--- src/rtl/lsu_seq.sv ---
// Sequential load/store unit: one memory op per handshake, req/gnt/rvalid bus, extended load writeback.
// Optional feature macro: LSU_MISALIGN_TRAP_EN (trap misaligned half/word accesses instead of aligning them).

`ifndef MEM_NOP
`define MEM_NOP 4'd0
`endif
`ifndef LB
`define LB      4'd1
`endif
`ifndef LH
`define LH      4'd2
`endif
`ifndef LW
`define LW      4'd3
`endif
`ifndef LBU
`define LBU     4'd4
`endif
`ifndef LHU
`define LHU     4'd5
`endif
`ifndef SB
`define SB      4'd6
`endif
`ifndef SH
`define SH      4'd7
`endif
`ifndef SW
`define SW      4'd8
`endif

module lsu_seq #(
    parameter int DATA_WIDTH = 32,
    parameter int ADDR_WIDTH = 32,
    parameter int BE_WIDTH   = DATA_WIDTH / 8
) (
    input  logic                  clk_i,
    input  logic                  rst_i,
    input  logic                  req_valid_i,
    output logic                  req_ready_o,
    input  logic [3:0]            req_op_i,
    input  logic [ADDR_WIDTH-1:0] req_addr_i,
    input  logic [DATA_WIDTH-1:0] req_wdata_i,
    input  logic [4:0]            req_rd_i,
    output logic                  busy_o,
    output logic                  bus_req_o,
    output logic                  bus_we_o,
    output logic [ADDR_WIDTH-1:0] bus_addr_o,
    output logic [BE_WIDTH-1:0]   bus_be_o,
    output logic [DATA_WIDTH-1:0] bus_wdata_o,
    input  logic                  bus_gnt_i,
    input  logic                  bus_rvalid_i,
    input  logic [DATA_WIDTH-1:0] bus_rdata_i,
    input  logic                  bus_err_i,
    output logic                  wb_we_o,
    output logic [4:0]            wb_rd_o,
    output logic [DATA_WIDTH-1:0] wb_data_o,
    output logic                  err_o
);

    localparam int OFF_W = $clog2(BE_WIDTH);

    localparam logic [1:0] ST_IDLE = 2'd0;
    localparam logic [1:0] ST_REQ  = 2'd1;
    localparam logic [1:0] ST_WAIT = 2'd2;

    // Access size encoding: 0 byte, 1 half, 2 word.
    localparam logic [1:0] SZ_BYTE = 2'd0;
    localparam logic [1:0] SZ_HALF = 2'd1;
    localparam logic [1:0] SZ_WORD = 2'd2;

    logic [1:0]       state_reg;
    logic [1:0]       size_reg;
    logic             sign_reg;
    logic             load_reg;
    logic [OFF_W-1:0] off_reg;
    logic [4:0]       rd_reg;

    logic             op_valid;
    logic             op_load;
    logic             op_signed;
    logic [1:0]       op_size;
    logic             accept;
    logic             misalign_trap;

    logic [OFF_W-1:0]      off_raw;
    logic [OFF_W-1:0]      off_eff;
    logic [BE_WIDTH-1:0]   be_base;
    logic [BE_WIDTH-1:0]   be_new;
    logic [DATA_WIDTH-1:0] wdata_shift;
    logic [DATA_WIDTH-1:0] wdata_lane;
    logic [DATA_WIDTH-1:0] rdata_shift;
    logic [DATA_WIDTH-1:0] load_ext;
    logic                  sign_fill;

    assign req_ready_o = (state_reg == ST_IDLE) && !busy_o;
    assign accept      = req_valid_i && req_ready_o;

    // Unknown op codes decode exactly like MEM_NOP: accepted and dropped.
    always_comb begin
        op_valid  = 1'b0;
        op_load   = 1'b0;
        op_signed = 1'b0;
        op_size   = SZ_BYTE;
        case (req_op_i)
            `LB:  begin op_valid = 1'b1; op_load = 1'b1; op_signed = 1'b1; op_size = SZ_BYTE; end
            `LH:  begin op_valid = 1'b1; op_load = 1'b1; op_signed = 1'b1; op_size = SZ_HALF; end
            `LW:  begin op_valid = 1'b1; op_load = 1'b1; op_signed = 1'b1; op_size = SZ_WORD; end
            `LBU: begin op_valid = 1'b1; op_load = 1'b1; op_size = SZ_BYTE; end
            `LHU: begin op_valid = 1'b1; op_load = 1'b1; op_size = SZ_HALF; end
            `SB:  begin op_valid = 1'b1; op_size = SZ_BYTE; end
            `SH:  begin op_valid = 1'b1; op_size = SZ_HALF; end
            `SW:  begin op_valid = 1'b1; op_size = SZ_WORD; end
            default: ;
        endcase
    end

    assign off_raw = req_addr_i[OFF_W-1:0];

    always_comb begin
        off_eff = off_raw;
        if (op_size == SZ_HALF) begin
            off_eff[0] = 1'b0;
        end else if (op_size == SZ_WORD) begin
            off_eff[1:0] = 2'b00;
        end
    end

`ifdef LSU_MISALIGN_TRAP_EN
    assign misalign_trap = ((op_size == SZ_HALF) && off_raw[0]) ||
                           ((op_size == SZ_WORD) && (off_raw[1:0] != 2'b00));
`else
    assign misalign_trap = 1'b0;
`endif

    always_comb begin
        case (op_size)
            SZ_BYTE: be_base = BE_WIDTH'(4'b0001);
            SZ_HALF: be_base = BE_WIDTH'(4'b0011);
            default: be_base = BE_WIDTH'(4'b1111);
        endcase
    end

    assign be_new      = be_base << off_eff;
    assign wdata_shift = req_wdata_i << {off_eff, 3'b000};

    // Lanes outside the enabled bytes are driven to zero rather than carrying stray store bits.
    genvar gi;
    generate
        for (gi = 0; gi < BE_WIDTH; gi++) begin : g_wlane
            assign wdata_lane[gi*8 +: 8] = be_new[gi] ? wdata_shift[gi*8 +: 8] : 8'h00;
        end
    endgenerate

    assign rdata_shift = bus_rdata_i >> {off_reg, 3'b000};

    always_comb begin
        case (size_reg)
            SZ_BYTE: sign_fill = sign_reg & rdata_shift[7];
            SZ_HALF: sign_fill = sign_reg & rdata_shift[15];
            default: sign_fill = sign_reg & rdata_shift[31];
        endcase
    end

    // Each result bit is either a returned data bit or the extension fill, depending on access size.
    generate
        for (gi = 0; gi < DATA_WIDTH; gi++) begin : g_ext
            if (gi < 8) begin : g_byte
                assign load_ext[gi] = rdata_shift[gi];
            end else if (gi < 16) begin : g_half
                assign load_ext[gi] = (size_reg != SZ_BYTE) ? rdata_shift[gi] : sign_fill;
            end else if (gi < 32) begin : g_word
                assign load_ext[gi] = (size_reg == SZ_WORD) ? rdata_shift[gi] : sign_fill;
            end else begin : g_upper
                assign load_ext[gi] = sign_fill;
            end
        end
    endgenerate

    always_ff @(posedge clk_i) begin
        if (!rst_i) begin
            state_reg   <= ST_IDLE;
            size_reg    <= SZ_BYTE;
            sign_reg    <= 1'b0;
            load_reg    <= 1'b0;
            off_reg     <= '0;
            rd_reg      <= '0;
            busy_o      <= 1'b0;
            bus_req_o   <= 1'b0;
            bus_we_o    <= 1'b0;
            bus_addr_o  <= '0;
            bus_be_o    <= '0;
            bus_wdata_o <= '0;
            wb_we_o     <= 1'b0;
            wb_rd_o     <= '0;
            wb_data_o   <= '0;
            err_o       <= 1'b0;
        end else begin
            wb_we_o <= 1'b0;
            err_o   <= 1'b0;
            case (state_reg)
                ST_IDLE: begin
                    if (accept && op_valid) begin
                        busy_o <= 1'b1;
                        if (misalign_trap) begin
                            err_o <= 1'b1;
                        end else begin
                            state_reg   <= ST_REQ;
                            bus_req_o   <= 1'b1;
                            bus_we_o    <= !op_load;
                            bus_addr_o  <= {req_addr_i[ADDR_WIDTH-1:OFF_W], {OFF_W{1'b0}}};
                            bus_be_o    <= be_new;
                            bus_wdata_o <= wdata_lane;
                            size_reg    <= op_size;
                            sign_reg    <= op_signed;
                            load_reg    <= op_load;
                            off_reg     <= off_eff;
                            rd_reg      <= req_rd_i;
                        end
                    end else begin
                        // Busy covers the response-pulse cycle, then drops here.
                        busy_o <= 1'b0;
                    end
                end
                ST_REQ: begin
                    if (bus_gnt_i) begin
                        bus_req_o <= 1'b0;
                        state_reg <= ST_WAIT;
                    end
                end
                ST_WAIT: begin
                    if (bus_rvalid_i) begin
                        state_reg <= ST_IDLE;
                        if (bus_err_i) begin
                            err_o <= 1'b1;
                        end else if (load_reg) begin
                            wb_we_o   <= 1'b1;
                            wb_rd_o   <= rd_reg;
                            wb_data_o <= load_ext;
                        end
                    end
                end
                default: begin
                    state_reg <= ST_IDLE;
                end
            endcase
        end
    end

endmodule

--- config.mk ---
export PLATFORM = sky130hd
export DESIGN_NAME = lsu_seq
export DESIGN_NICKNAME = d
export VERILOG_FILES = /design/src/rtl/lsu_seq.sv
export SDC_FILE = /design/constraint.sdc
export NUM_CORES = 1
export LEC_CHECK = 0
export ABC_CLOCK_PERIOD_IN_PS = 2700
export BUFFER_PORTS_ARGS = -buffer_cell sky130_fd_sc_hd__buf_4
export CAP_MARGIN = 10
export CORE_AREA = 2 2 109 111
export CTS_BUF_LIST = sky130_fd_sc_hd__clkbuf_2
export DETAILED_ROUTE_END_ITERATION = 12
export DIE_AREA = 0 0 111 113
export GPL_TIMING_DRIVEN = 1
export PLACE_DENSITY = 0.88
export SKIP_CTS_REPAIR_TIMING = 1
export SLEW_MARGIN = 25
export SYNTH_ARGS = -nofsm -noshare
export SYNTH_HDL_FRONTEND = slang
export SYNTH_SLANG_ARGS = --single-unit
--- constraint.sdc ---
create_clock -name clk_i -period 2.7 [get_ports clk_i]
set_clock_uncertainty 0.2 [all_clocks]
set_input_delay 0.27 -clock clk_i [delete_from_list [all_inputs] [get_ports clk_i]]
set_output_delay 0.27 -clock clk_i [all_outputs]
set_load 0.01 [all_outputs]
==> out/qor.txt <==
Row cnt -> 39
Area growth, synth to finish -> 56.2%
Critical path cell sequence -> dlygate4sd3_1 > buf_4 > or4b_1 > and3_1 > nand2_1 > nand3_1 > dlygate4sd3_1 > a32o_1
Crit path largest cell delay -> 0.58 ns
Crit Path Max Fanout -> 18
Vias in the first global route -> 5,312
Clk Latency, worst-skew pair -> 0.62 ns
Arrival time worst endpoint -> 3.18 ns
Post-Synthesis Cells -> 685
Vias -> 6,751
# setup viols final -> 3
Max Cap Violations -> 0
Worst hold-check path type -> in2reg
EDFF count, synth -> 0
CTS root buf -> clkbuf_2
Placer congestion estimate -> 0.958
Cell Area, Synth -> 5600 um^2
Dpl cells -> 1,008
GR Util All Layers -> 26.0%
Die width -> 111 um
Setup WS post-layout -> -0.138 ns
Post-route cell area -> 8750 um^2
Setup crit start kind -> input port
Switch Pwr -> 1.12 mW
Core Area -> 11,300 um^2
Failing checks -> setup timing
Mean number of vias per cell -> 5.80
Clock sink count -> 121
Largest net degree at the start of global routing -> 46
Int Power -> 2.61 mW
Layout cells sized above 1 -> 27.7%
Tcrit/Tclk final -> 105%
IO buf count -> 219
WL per Instance -> 18.9 um
Cell variety after synth -> 47
Crit Path Category -> in2reg
Clock tree buffer depth -> 2
Tmin final -> 2.84 ns
Final HPWL DP -> 12.2 mm
Most common flop cell mapped by yosys -> dfxtp_1
Grt total ovfl -> 0
Post-Syn Area per Cell -> 8.18 um^2
Worst-path clk slew -> 0.18 ns
DRC violations left -> 0
First-pass GRT wire length -> 26.2 mm
Actual slew at the worst max-slew pin -> 0.779 ns
Req. time, crit path -> 3.04 ns
Placed Area -> 7330 um^2
Non-Filler Instances -> 1,164
Biggest regs -> bus_wdata_o: 32 flops, wb_data_o: 32 flops, bus_addr_o: 30 flops
Max_slew headroom -> 47.8%
Slowest cell on crit path -> or4b_1
Initial DRC Count -> 677
Final antenna-violating net count -> 0
IO Pins -> 222
Final Power -> 3.74 mW
Die area -> 12,500 um^2
Initial Util -> 49.7%
Fmax -> 352 MHz
Leakage -> 3.78 nW
Reg power frac -> 50.9%
Power Dens Cells -> 427 nW/um^2
Outcome -> finished with violations
Antenna violations before repair -> 3
CTS tree -> built
Fin. Hold Viols -> 0
Seq/Total Area, Yosys -> 43.2%
Switching part of the total -> 30.1%
Part of the power in combinational logic -> 23.3%
Clock share of power -> 25.8%
Clock buffer count from CTS -> 17
Peak supply drop -> 0.547 mV
Die height -> 113 um
Detailed Route WL -> 22.0 mm
# nets final -> 1,118
Final Max Slew Viols -> 0
#FFs+latches synth -> 121
Synth warn -> 0
H-tree depth -> 4
Setup crit end kind -> register
DRT Pass-1 Iters -> 10
Most frequent CP cell -> dlygate4sd3_1
Async S/R FF share, synth -> 0%
-- layer usage --
metal	wire length (um)	vias to the layer above	global-route usage, %
met1	7990	3100	32.4
met3	2170	131	8.73
met2	10500	491	40.9
li1	-	3029	-
met4	1310	0	12.1
met5	0	-	0
-- cell families after synthesis --
family | count (synthesis) | synth area share (%)
xor+xnor | 1 | 0.156
other cells | 1 | 0.0669
flops | 121 | 43.2
buf+inv | 60 | 4.62
simple gates | 248 | 19.4
mux | 46 | 8.71
compound gates | 208 | 23.8
-- stage by stage --
stage	setup WS [ns]	hold WS, ns	util, %	TNS [ns]
after CTS	0.219	-0.392	66.6	0
after global placement	0.263	0.250	65.0	0
after floorplan	0.438	0.204	-	0
after detailed placement	0.252	0.255	65.0	0
final	-0.138	0.0615	77.6	-0.164
after global routing	-0.114	0.0571	77.6	-0.224
-- power groups by stage --
stage	sequential [mW]	combinational, mW	clock (mW)
after floorplan	1.95	0.325	0
after global placement	1.93	0.653	0
after detailed placement	1.93	0.663	0
after CTS	1.90	0.665	0.974
after global routing	1.91	0.925	1.07
final	1.90	0.871	0.965
-- cell type report --
cell class	count	area [um^2]
well taps	143	179
clock inverters	10	82.6
repair buffers	359	3020
fillers	723	2520
clock buffers	19	95.1
inverters	3	11.3
multi-input cells	505	2930
flip-flops and latches	121	2420
diodes	4	10.0
-- path summary, 6_finish.rpt --
check                                                  from  slack (ns)  cells after the start                           end
worst min-delay path                            req_op_i[2]        0.06                      5      size_reg[0]$_SDFFE_PN0P_
worst max register to register      off_reg[0]$_SDFFE_PN0P_        0.18                      5    wb_data_o[25]$_SDFFE_PN0P_
worst min register to register  bus_addr_o[17]$_SDFFE_PN0P_        0.27                      2   bus_addr_o[17]$_SDFFE_PN0P_
worst max-delay path                            req_op_i[3]       -0.14                      8  bus_wdata_o[28]$_SDFFE_PN0P_
-- critical path: cells and delay by family --
kind	cells	cell delay [ns]
AOI/OAI and AO/OA	1	0.27
and+or+nand+nor	4	1.34
buffers and inverters	3	1.30
-- Yosys cell counts (all sizes together), types with 2 or more instances --
| master | n | share of area [%] |
|---|---|---|
| a211oi | 8 | 1.1 |
| a21boi | 64 | 8.6 |
| a21oi | 43 | 3.8 |
| a31oi | 3 | 0.34 |
| a32o | 8 | 1.4 |
| and2 | 12 | 1.3 |
| and3 | 5 | 0.56 |
| and3b | 2 | 0.31 |
| buf | 21 | 2.0 |
| clkbuf | 36 | 2.4 |
| dfxtp | 121 | 43 |
| inv | 3 | 0.20 |
| mux2 | 12 | 2.4 |
| mux2i | 33 | 5.9 |
| nand2 | 171 | 11 |
| nand2b | 2 | 0.22 |
| nand3 | 13 | 1.2 |
| nand4 | 8 | 0.89 |
| nor2 | 19 | 1.3 |
| nor2b | 5 | 0.56 |
| nor3 | 4 | 0.56 |
| o211a | 2 | 0.36 |
| o211ai | 11 | 1.6 |
| o21a | 3 | 0.40 |
| o21ai | 61 | 5.5 |
| or3 | 2 | 0.22 |
| or4b | 2 | 0.36 |
-- placed cells by master, fill, tap and decap left out, types with 4 or more instances in the layout --
master / n
buf_4: 235
nand2_1: 171
dlygate4sd3_1: 123
dfxtp_1: 121
a21boi_0: 63
o21ai_0: 58
a21oi_1: 43
mux2i_1: 33
clkbuf_2: 19
nor2_1: 18
nand3_1: 13
mux2_2: 12
and2_1: 12
o211ai_1: 10
a32o_1: 8
a211oi_1: 8
nand4_1: 8
nor2b_1: 5
and3_1: 5
diode_2: 4
clkinvlp_4: 4
(Power assumes the default switching activity.)
